`config.mk`:
```
export PLATFORM = sky130hd
export DESIGN_NAME = aes_kexp_seq_flat
export DESIGN_NICKNAME = d
export VERILOG_FILES = /design/src/rtl/aes_kexp_seq_if.sv /design/src/rtl/aes_kexp_seq.sv /design/src/flat_wrapper.sv
export SDC_FILE = /design/constraint.sdc
export NUM_CORES = 2
export LEC_CHECK = 0
export BUFFER_PORTS_ARGS = -buffer_cell sky130_fd_sc_hd__buf_2
export CAP_MARGIN = 30
export CELL_PAD_IN_SITES_DETAIL_PLACEMENT = 1
export CELL_PAD_IN_SITES_GLOBAL_PLACEMENT = 2
export CORE_AREA = 3 3 600 602
export DETAILED_ROUTE_END_ITERATION = 7
export DIE_AREA = 0 0 603 605
export PLACE_DENSITY_LB_ADDON = 0.05
export SYNTH_ARGS = -nofsm -noshare
export SYNTH_HDL_FRONTEND = slang
export SYNTH_SLANG_ARGS = --single-unit
```
`constraint.sdc`:
```
create_clock -name clock -period 16.6 [get_ports clock]
set_input_delay 1.66 -clock clock [delete_from_list [all_inputs] [get_ports clock]]
set_output_delay 1.66 -clock clock [all_outputs]
set_load 0.05 [all_outputs]
```
`src/rtl/aes_kexp_seq_if.sv`:
```
// Handshake and round-key bus between the key source and the AES key expander.
// The expander drives busy/done/valid and the registered schedule words.
interface aes_kexp_seq_if #(parameter int Nk = 4);
  localparam int NW = 4 * (Nk + 7);

  logic              start;
  logic [32*Nk-1:0]  key;
  logic              busy;
  logic              done;
  logic              valid;
  logic [31:0]       Word [0:NW-1];

  modport master (output start, key, input busy, done, valid, Word);
  modport slave  (input start, key, output busy, done, valid, Word);
endinterface

```
`src/rtl/aes_kexp_seq.sv`:
```
// Iterative AES key expansion: one schedule word per clock through a single
// four-lookup S-box path; the full round-key array is held in registers.
module aes_kexp_seq #(
  parameter int Nk = 4
) (
  input  logic          clock,
  input  logic          reset,
  aes_kexp_seq_if.slave bus
);
  localparam int Nb = 4;
  localparam int Nr = Nk + 6;
  localparam int NW = Nb * (Nr + 1);
  localparam int IW = $clog2(NW);

  localparam logic [0:255][7:0] SBOX = {
    128'h637c777bf26b6fc53001672bfed7ab76, 128'hca82c97dfa5947f0add4a2af9ca472c0,
    128'hb7fd9326363ff7cc34a5e5f171d83115, 128'h04c723c31896059a071280e2eb27b275,
    128'h09832c1a1b6e5aa0523bd6b329e32f84, 128'h53d100ed20fcb15b6acbbe394a4c58cf,
    128'hd0efaafb434d338545f9027f503c9fa8, 128'h51a3408f929d38f5bcb6da2110fff3d2,
    128'hcd0c13ec5f974417c4a77e3d645d1973, 128'h60814fdc222a908846eeb814de5e0bdb,
    128'he0323a0a4906245cc2d3ac629195e479, 128'he7c8376d8dd54ea96c56f4ea657aae08,
    128'hba78252e1ca6b4c6e8dd741f4bbd8b8a, 128'h703eb5664803f60e613557b986c11d9e,
    128'he1f8981169d98e949b1e87e9ce5528df, 128'h8ca1890dbfe6426841992d0fb054bb16
  };

  typedef enum logic [1:0] {
    IDLE   = 2'd0,
    EXPAND = 2'd1,
    DONE   = 2'd2
  } state_t;

  function automatic logic [31:0] sub_word(input logic [31:0] w);
    return {SBOX[w[31:24]], SBOX[w[23:16]], SBOX[w[15:8]], SBOX[w[7:0]]};
  endfunction

  function automatic logic [31:0] rot_word(input logic [31:0] w);
    return {w[23:0], w[31:24]};
  endfunction

  function automatic logic [7:0] xtime(input logic [7:0] r);
    return {r[6:0], 1'b0} ^ (r[7] ? 8'h1b : 8'h00);
  endfunction

  state_t          state_r;
  logic [IW-1:0]   idx_r;
  logic [2:0]      kcnt_r;     // idx mod Nk, kept as a counter since Nk=6 is not a power of two
  logic [7:0]      rcon_r;
  logic            busy_r;
  logic            done_r;
  logic            valid_r;
  logic [31:0]     word_r [0:NW-1];

  logic [31:0]     prev_s;
  logic [31:0]     t_s;
  logic [31:0]     next_s;

  // Next schedule word from Word[idx-1] and Word[idx-Nk].
  always_comb begin
    prev_s = word_r[idx_r - IW'(1)];
    if (kcnt_r == 3'd0) begin
      t_s = sub_word(rot_word(prev_s)) ^ {rcon_r, 24'h000000};
    end else if ((Nk > 6) && (kcnt_r == 3'd4)) begin
      t_s = sub_word(prev_s);
    end else begin
      t_s = prev_s;
    end
    next_s = word_r[idx_r - IW'(Nk)] ^ t_s;
  end

  // Control FSM and schedule register file.
  always_ff @(posedge clock) begin
    if (!reset) begin
      state_r <= IDLE;
      idx_r   <= '0;
      kcnt_r  <= 3'd0;
      rcon_r  <= 8'h01;
      busy_r  <= 1'b0;
      done_r  <= 1'b0;
      valid_r <= 1'b0;
      for (int i = 0; i < NW; i++) begin
        word_r[i] <= 32'h0;
      end
    end else begin
      case (state_r)
        IDLE, DONE: begin
          done_r <= 1'b0;
          if (bus.start) begin
            for (int j = 0; j < Nk; j++) begin
              word_r[j] <= bus.key[32*Nk-1-32*j -: 32];
            end
            idx_r   <= IW'(Nk);
            kcnt_r  <= 3'd0;
            rcon_r  <= 8'h01;
            busy_r  <= 1'b1;
            valid_r <= 1'b0;
            state_r <= EXPAND;
          end else begin
            state_r <= IDLE;
          end
        end
        EXPAND: begin
          word_r[idx_r] <= next_s;
          if (kcnt_r == 3'd0) begin
            rcon_r <= xtime(rcon_r);
          end
          kcnt_r <= (kcnt_r == 3'(Nk - 1)) ? 3'd0 : kcnt_r + 3'd1;
          // idx parks on the last word rather than wrapping.
          if (idx_r == IW'(NW - 1)) begin
            busy_r  <= 1'b0;
            done_r  <= 1'b1;
            valid_r <= 1'b1;
            state_r <= DONE;
          end else begin
            idx_r   <= idx_r + IW'(1);
            state_r <= EXPAND;
          end
        end
        default: begin
          busy_r  <= 1'b0;
          done_r  <= 1'b0;
          valid_r <= 1'b0;
          state_r <= IDLE;
        end
      endcase
    end
  end

  assign bus.busy  = busy_r;
  assign bus.done  = done_r;
  assign bus.valid = valid_r;

  for (genvar g = 0; g < NW; g++) begin : g_word
    assign bus.Word[g] = word_r[g];
  end

endmodule

```
`src/flat_wrapper.sv`:
```
// flat-port wrapper written by rule: the top's interface ports become plain ports
module aes_kexp_seq_flat 
#(
  parameter int Nk = 4
)
  (clock, reset, bus_start, bus_key, bus_busy, bus_done, bus_valid, bus_Word);
  aes_kexp_seq_if #(.Nk(Nk)) bus_i ();
  input  logic clock;
  input  logic reset;
  input wire logic [$bits(bus_i.start)-1:0] bus_start;
  input wire logic [$bits(bus_i.key)-1:0] bus_key;
  output wire logic [$bits(bus_i.busy)-1:0] bus_busy;
  output wire logic [$bits(bus_i.done)-1:0] bus_done;
  output wire logic [$bits(bus_i.valid)-1:0] bus_valid;
  output wire logic [$bits(bus_i.Word)-1:0] bus_Word;
  assign bus_i.start = bus_start;
  assign bus_i.key = bus_key;
  assign bus_busy = bus_i.busy;
  assign bus_done = bus_i.done;
  assign bus_valid = bus_i.valid;
  assign bus_Word = {>>{bus_i.Word}};
  aes_kexp_seq #(.Nk(Nk)) u_core (.clock(clock), .reset(reset), .bus(bus_i));
endmodule
```
# --- Yosys cells after proc, flatten, opt, wreduce, memory -nomap -nowiden ---
# Memory sizes are Yosys's and may differ from the RTL's.
# Index checks and enable logic that the tools add are counted.
totals:
  register_bits: 22
  ramBits: 1408
  mem_bits_ro: 8192
  in_bits: 131
  out_inout_bits: 1411
  mem_count: 5
mem_list:
  columns: ["memory", "words", "width", "rd", "rd_clocked_by_memory_dff", "wr", "line_no", "text"]
  rows:
  - ["(name not given)", 256, 8, 1, 0, 0, "aes_kexp_seq.sv:33", "return {SBOX[w[31:24]], SBOX[w[23:16]], SBOX[w[15:8]], SBOX[w[7:0]]};"]
  - ["(name not given)", 256, 8, 1, 0, 0, "aes_kexp_seq.sv:33", null]
  - ["(name not given)", 256, 8, 1, 0, 0, "aes_kexp_seq.sv:33", null]
  - ["(name not given)", 256, 8, 1, 0, 0, "aes_kexp_seq.sv:33", null]
  - ["u_core.word_r", 44, 32, 46, 0, 44, "aes_kexp_seq.sv:51", "logic [31:0] word_r [0:NW-1];"]
op_classes:
  add_sub_neg: 4
  n_lt_le_gt_ge: 4
  n_eq_ne: 8
  n_mux: 43
  n_bitwise: 11
  n_reduce_logical: 10
op_table:
  columns: ["op", "count"]
  rows:
  - ["2-to-1 mux 32 bit", 6]
  - ["2-to-1 mux 8 bit", 10]
  - ["bitwise XOR 32 bit", 2]
  - [">= comparator 9 bit, second input constant", 4]
  - ["inverter 8 -> 9 bit", 4]
  - ["OR reduction 32 bit", 1]
  - ["2-to-1 mux 6 bit", 3]
  - ["case mux 8 bit (2 select lines)", 1]
  - ["2-to-1 mux 1 bit", 14]
  - ["case mux 6 bit (2 select lines)", 1]
  - ["bitwise XOR 8 bit", 1]
  - ["adder 6 x 1 -> 6 bit, second input constant", 1]
  - ["equality test 6 bit, second input constant", 1]
  - ["2-to-1 mux 3 bit", 2]
  - ["case mux 3 bit (2 select lines)", 1]
  - ["AND reduction 2 bit", 3]
  - ["AND reduction 3 bit", 2]
  - ["subtractor 6 x 1 -> 6 bit, second input constant", 1]
  - ["subtractor 6 x 3 -> 6 bit, second input constant", 1]
  - ["2-to-1 mux 5 bit", 1]
  - ["inequality test 2 x 1 -> 1 bit, second input constant", 2]
  - ["inequality test 2 bit, second input constant", 2]
  - ["OR 1 bit", 4]
  - ["case mux 1 bit (2 select lines)", 2]
  - ["10 further kinds", 10]

# --- Logic depth before layout (Yosys ltp) ---
# An unclocked memory read counts as a cell.
logic_depth:
  depth_word: 10
  mapped_depth: 36

# --- Worst setup path before layout ---
# Ideal clock, no wire load.
synth_path:
  path_type: "register -> register"
  from: "reg u_core.idx_r[0]"
  to: "mem u_core.word_r[44][26] (data pin)"
  setup_time_ns: 0.295
  arrival_ns: 7.812
  required_ns: 16.305
  slack_ns: 8.493
  path_stages_with_launch: 32
  path_buffers: 13
  period_less_slack_ns: 8.107
  cell_sequence: "dfxtp_1 > buf_6 > clkinv_1 > clkbuf_1 > clkbuf_1 > clkbuf_1 > clkbuf_1 > clkbuf_1 > clkbuf_1 > ha_1 > xor2_2 > buf_4 > buf_2 > nand2_1 > a32oi_1 > nand4_1 > a311o_1 > and2_1 > clkinv_1 > clkbuf_1 > ha_1 > clkbuf_1 > o21ai_1 > nand2_1 > o32ai_1 > a2111o_1 > and4_1 > a221o_1 > o31a_1 > buf_2 > buf_2 > nor2_1"
synth_rtl:
  columns: ["item", "line_no", "text"]
  rows:
  - ["from (decl)", "aes_kexp_seq.sv:45", "logic [IW-1:0] idx_r;"]
  - ["from (signal assigned)", "aes_kexp_seq.sv:91", "idx_r <= IW'(Nk);"]
  - ["from (signal assigned)", "aes_kexp_seq.sv:114", "idx_r <= idx_r + IW'(1);"]
  - ["to (decl)", "aes_kexp_seq.sv:51", null]

==> results by group <==
Synth
  – Simple-gate share of the synthesized area: 0.109
  – Mapped Nets: between 10k and 15k
  – Post-synthesis compound-gate area fraction: 0.145
  – Largest family of logic cells by synthesized area: multiplexers
  – Post-synthesis mux area share: 0.160
  – Share of the synthesized area in the top cell type: 0.523
  – Synth unique cells: ~110
  – Synth Area in XOR/XNOR: 0.00573
  – Mapped Cells: approximately 10k
  – Most frequent cell after synthesis: edfxtp_1
  – Most common library cells after synthesis: edfxtp_1, nor2_1, nand2_1
  – Yosys Warn Count: 0
  – Mean Syn Cell Area: 11.8 µm²
  – Post-synth EDFFs: about 2.0k
  – Cell Area, Synth: between 100,000 and 150,000 µm²
  – Area contributors post-synth: edfxtp_1, mux4_2, nor2_1
  – Synth Area in Adders: 0.00681
  – Synth area leader: edfxtp_1
  – Share of the yosys chip area belonging to registers: 0.527
  – Register bit total from synthesis: roughly 2.1k
  – Async set or reset register ratio after synthesis: 0
  – Top FF cell, synth: edfxtp_1

Critical path
  – Worst EP arrival: 11,920 ps
  – Critical path launch point type: register
  – Worst setup path category: register to register
  – Data required, critical path: between 15,000 and 20,000 ps
  – Worst setup EP type: register
  – Worst-path fanout max: around 60

STA
  – Hold WS: 487 ps
  – Tmin final: approximately 11,000 ps
  – Unrepaired setup endpoints after global routing: no
  – Setup TNS: 0 ps
  – Final setup fails: 0
  – Final Hold Viols: 0
  – Final period utilization: 0.683
  – Peak Freq: about 88 MHz
  – Slew HR: 0.163
  – Clk_skew: ~77 ps
  – Worst slew pin tran: 1260 ps
  – Pins Over Slew Limit: 0

Power and ir drop
  – VDD IR-drop max: around 0.14 mV
  – Cell Pwr Density: 155 nW/µm²
  – Leak: between 0.05 and 0.06 µW

Drt
  – Vias per cell: approximately 7.4
  – Via count: approximately 120k
  – Drt first-iter violations: between 20k and 25k
  – Met2 WL: about 390 mm
  – Met3 wire length: ~140 mm
  – Pre-antenna DRT Iters: 8
  – Residual DRC: 0
  – WL per Instance: between 50 and 60 µm
  – Post-route antenna net violation count: 0
  – Total Wirelength: 954 mm
  – M1 wire length: approximately 340 mm
  – DR top layer: met5

Layout
  – Flip-flop and latch area: between 60,000 and 70,000 µm²
  – Synth-to-Final Area Change: 19.3%
  – Share of layout cells above drive strength 1: 0.310
  – Final Util: 0.395
  – Multi-input gate area: just over 50,000 µm²
  – # fillers: ~38k
  – Nets: about 11k

Global routing
  – Largest net degree at the start of global routing: around 120
  – Initial antenna violation count: 108
  – Vias in the first global route: 113k
  – GRT Util Overall: 0.504
  – Total grt overflow: 0
  – First-pass GRT wire length: about 1200 mm

Clock tree
  – Setup Fix Bufs, Post-CTS: 0
  – Resize count post-CTS: 0
  – Clock Sinks: around 2.1k
  – Hold-fix buffers at CTS: 0
  – Clk buf depth: 4
  – Clk root buf: clkbuf_16
  – Inserted Clock Buffers: approximately 240
  – H-tree levels: 4
  – Worst-path clk slew: 60 ps
  – CTS tree: done
  – Later-pin clock latency in the skew report: 1000 ps

Worst hold path
  – Worst hold path class: register to register

Floorplan
  – IO Pins: ~1.5k
  – Die H: 605 µm
  – Starting Density: 0.331
  – Die X: ~600 µm
  – Core Area: about 360,000 µm²
  – Total Die Area: about 360,000 µm²
  – Row Count: around 220

Placed design
  – Gpl congestion: 1.05
  – I/O Buffers: around 1.5k
  – DPL Wire Length: ~650 mm

Run
  – Max Cap Viol: 0

Status
  – Outcome: completed
## flip-flops by register name (all words and copies together), names as in the netlist
name / flops
u_core.bus.busy: 1
u_core.bus.done: 1
u_core.kcnt_r: 3
u_core.bus.valid: 1
u_core.idx_r: 6
u_core.state_r: 2
u_core.rcon_r: 8
u_core.word_r: 2048
## path summary, 6_finish.rpt
check                                      from                     to  slack, ps  cells past startpoint
worst min-delay path            u_core.bus.done        u_core.bus.done        490                      2
worst max-delay path            u_core.idx_r[0]  u_core.word_r[51][25]       5250                     24
worst max register to register  u_core.idx_r[0]  u_core.word_r[51][25]       5250                     24
worst min register to register  u_core.bus.done        u_core.bus.done        490                      2
## where the power goes
| group | switching, µW | internal [µW] | total (µW) |
|---|---|---|---|
| Combinational | 7480 | 2000 | 9480 |
| Sequential | 279 | 6440 | 6720 |
| Clock | 2480 | 3090 | 5570 |
| Total | 10200 | 11500 | 21800 |
## cell usage in the layout (no fill, tap or decap), types with 42 or more instances in the layout
cell,synthesis,routed
a21oi_1,482,481
nand3_1,140,132
nand2_4,0,86
buf_4,76,422
nor2_2,43,47
a311oi_1,51,51
o211ai_1,112,112
nor4_1,53,53
o21ai_0,528,527
diode_2,0,82
o221ai_1,80,80
mux4_2,643,643
clkbuf_1,495,42
a211o_1,46,46
nor3_1,384,380
nor2_1,1543,1521
a211oi_1,107,106
a31oi_1,77,75
a221oi_1,55,55
o311ai_0,52,51
inv_1,59,58
ha_1,64,62
o22ai_1,586,586
buf_2,320,1550
clkinv_1,6,55
mux2i_1,217,207
mux2_2,184,183
nand2_1,648,543
clkinv_2,1,48
clkbuf_16,0,245
edfxtp_1,2048,2048
o31ai_1,48,44
## worst max-delay path, cell delays in order (launching register included)
cell and delay (ps):
dfxtp_4 710, buf_4 650, inv_8 270, ha_4 790, buf_4 680, buf_4 840
mux4_2 410, mux2_2 160, o22ai_1 100, or4_1 630, and2_1 210, buf_4 260
clkinv_1 150, buf_4 320, ha_1 790, inv_1 250, a21oi_1 470, nor4_1 110
a2111oi_0 510, o32ai_1 230, o311ai_0 350, o2111a_1 690, or3_1 200, buf_4 410
nand2_1 500
## cell families (layout without fill, tap and decap cells)
group,count (synthesis),after routing
compound gates,2604,2604
xor+xnor,56,56
fa+ha+maj,64,64
buf+inv,1126,2562
flops,2070,2070
mux,1052,1052
other cells,0,82
simple gates,3005,3005
## final cells by class
cell class              count  share of cell area
well taps                4751              0.0424
inverters                  95             0.00268
clock buffers             291              0.0452
clock inverters           148              0.0107
diodes                     82             0.00146
flip-flops and latches   2070               0.442
multi-input cells        6781               0.370
repair buffers           2028              0.0860
## per-stage QoR
stage / cell area (µm²) / instances / setup slack (ps) / total power [µW]
CTS: 140000 / 16200 / 5520 / 21300
finish: 140000 / 16200 / 5250 / 21800
detailed placement: 132000 / 15700 / 5530 / 15800
global placement: 131000 / 15700 / 5340 / 15700
floorplan: 118000 / 9977 / 8490 / 11800
global route: 140000 / 16200 / 5220 / 22000
## layer usage
layer / vias to the layer above / track usage
li1: 41700 / -
met1: 63600 / 0.619
met2: 12200 / 0.691
met3: 2902 / 0.210
met4: 51 / 0.402
met5: - / 0.00836
Power figures use the tool's default switching activity.
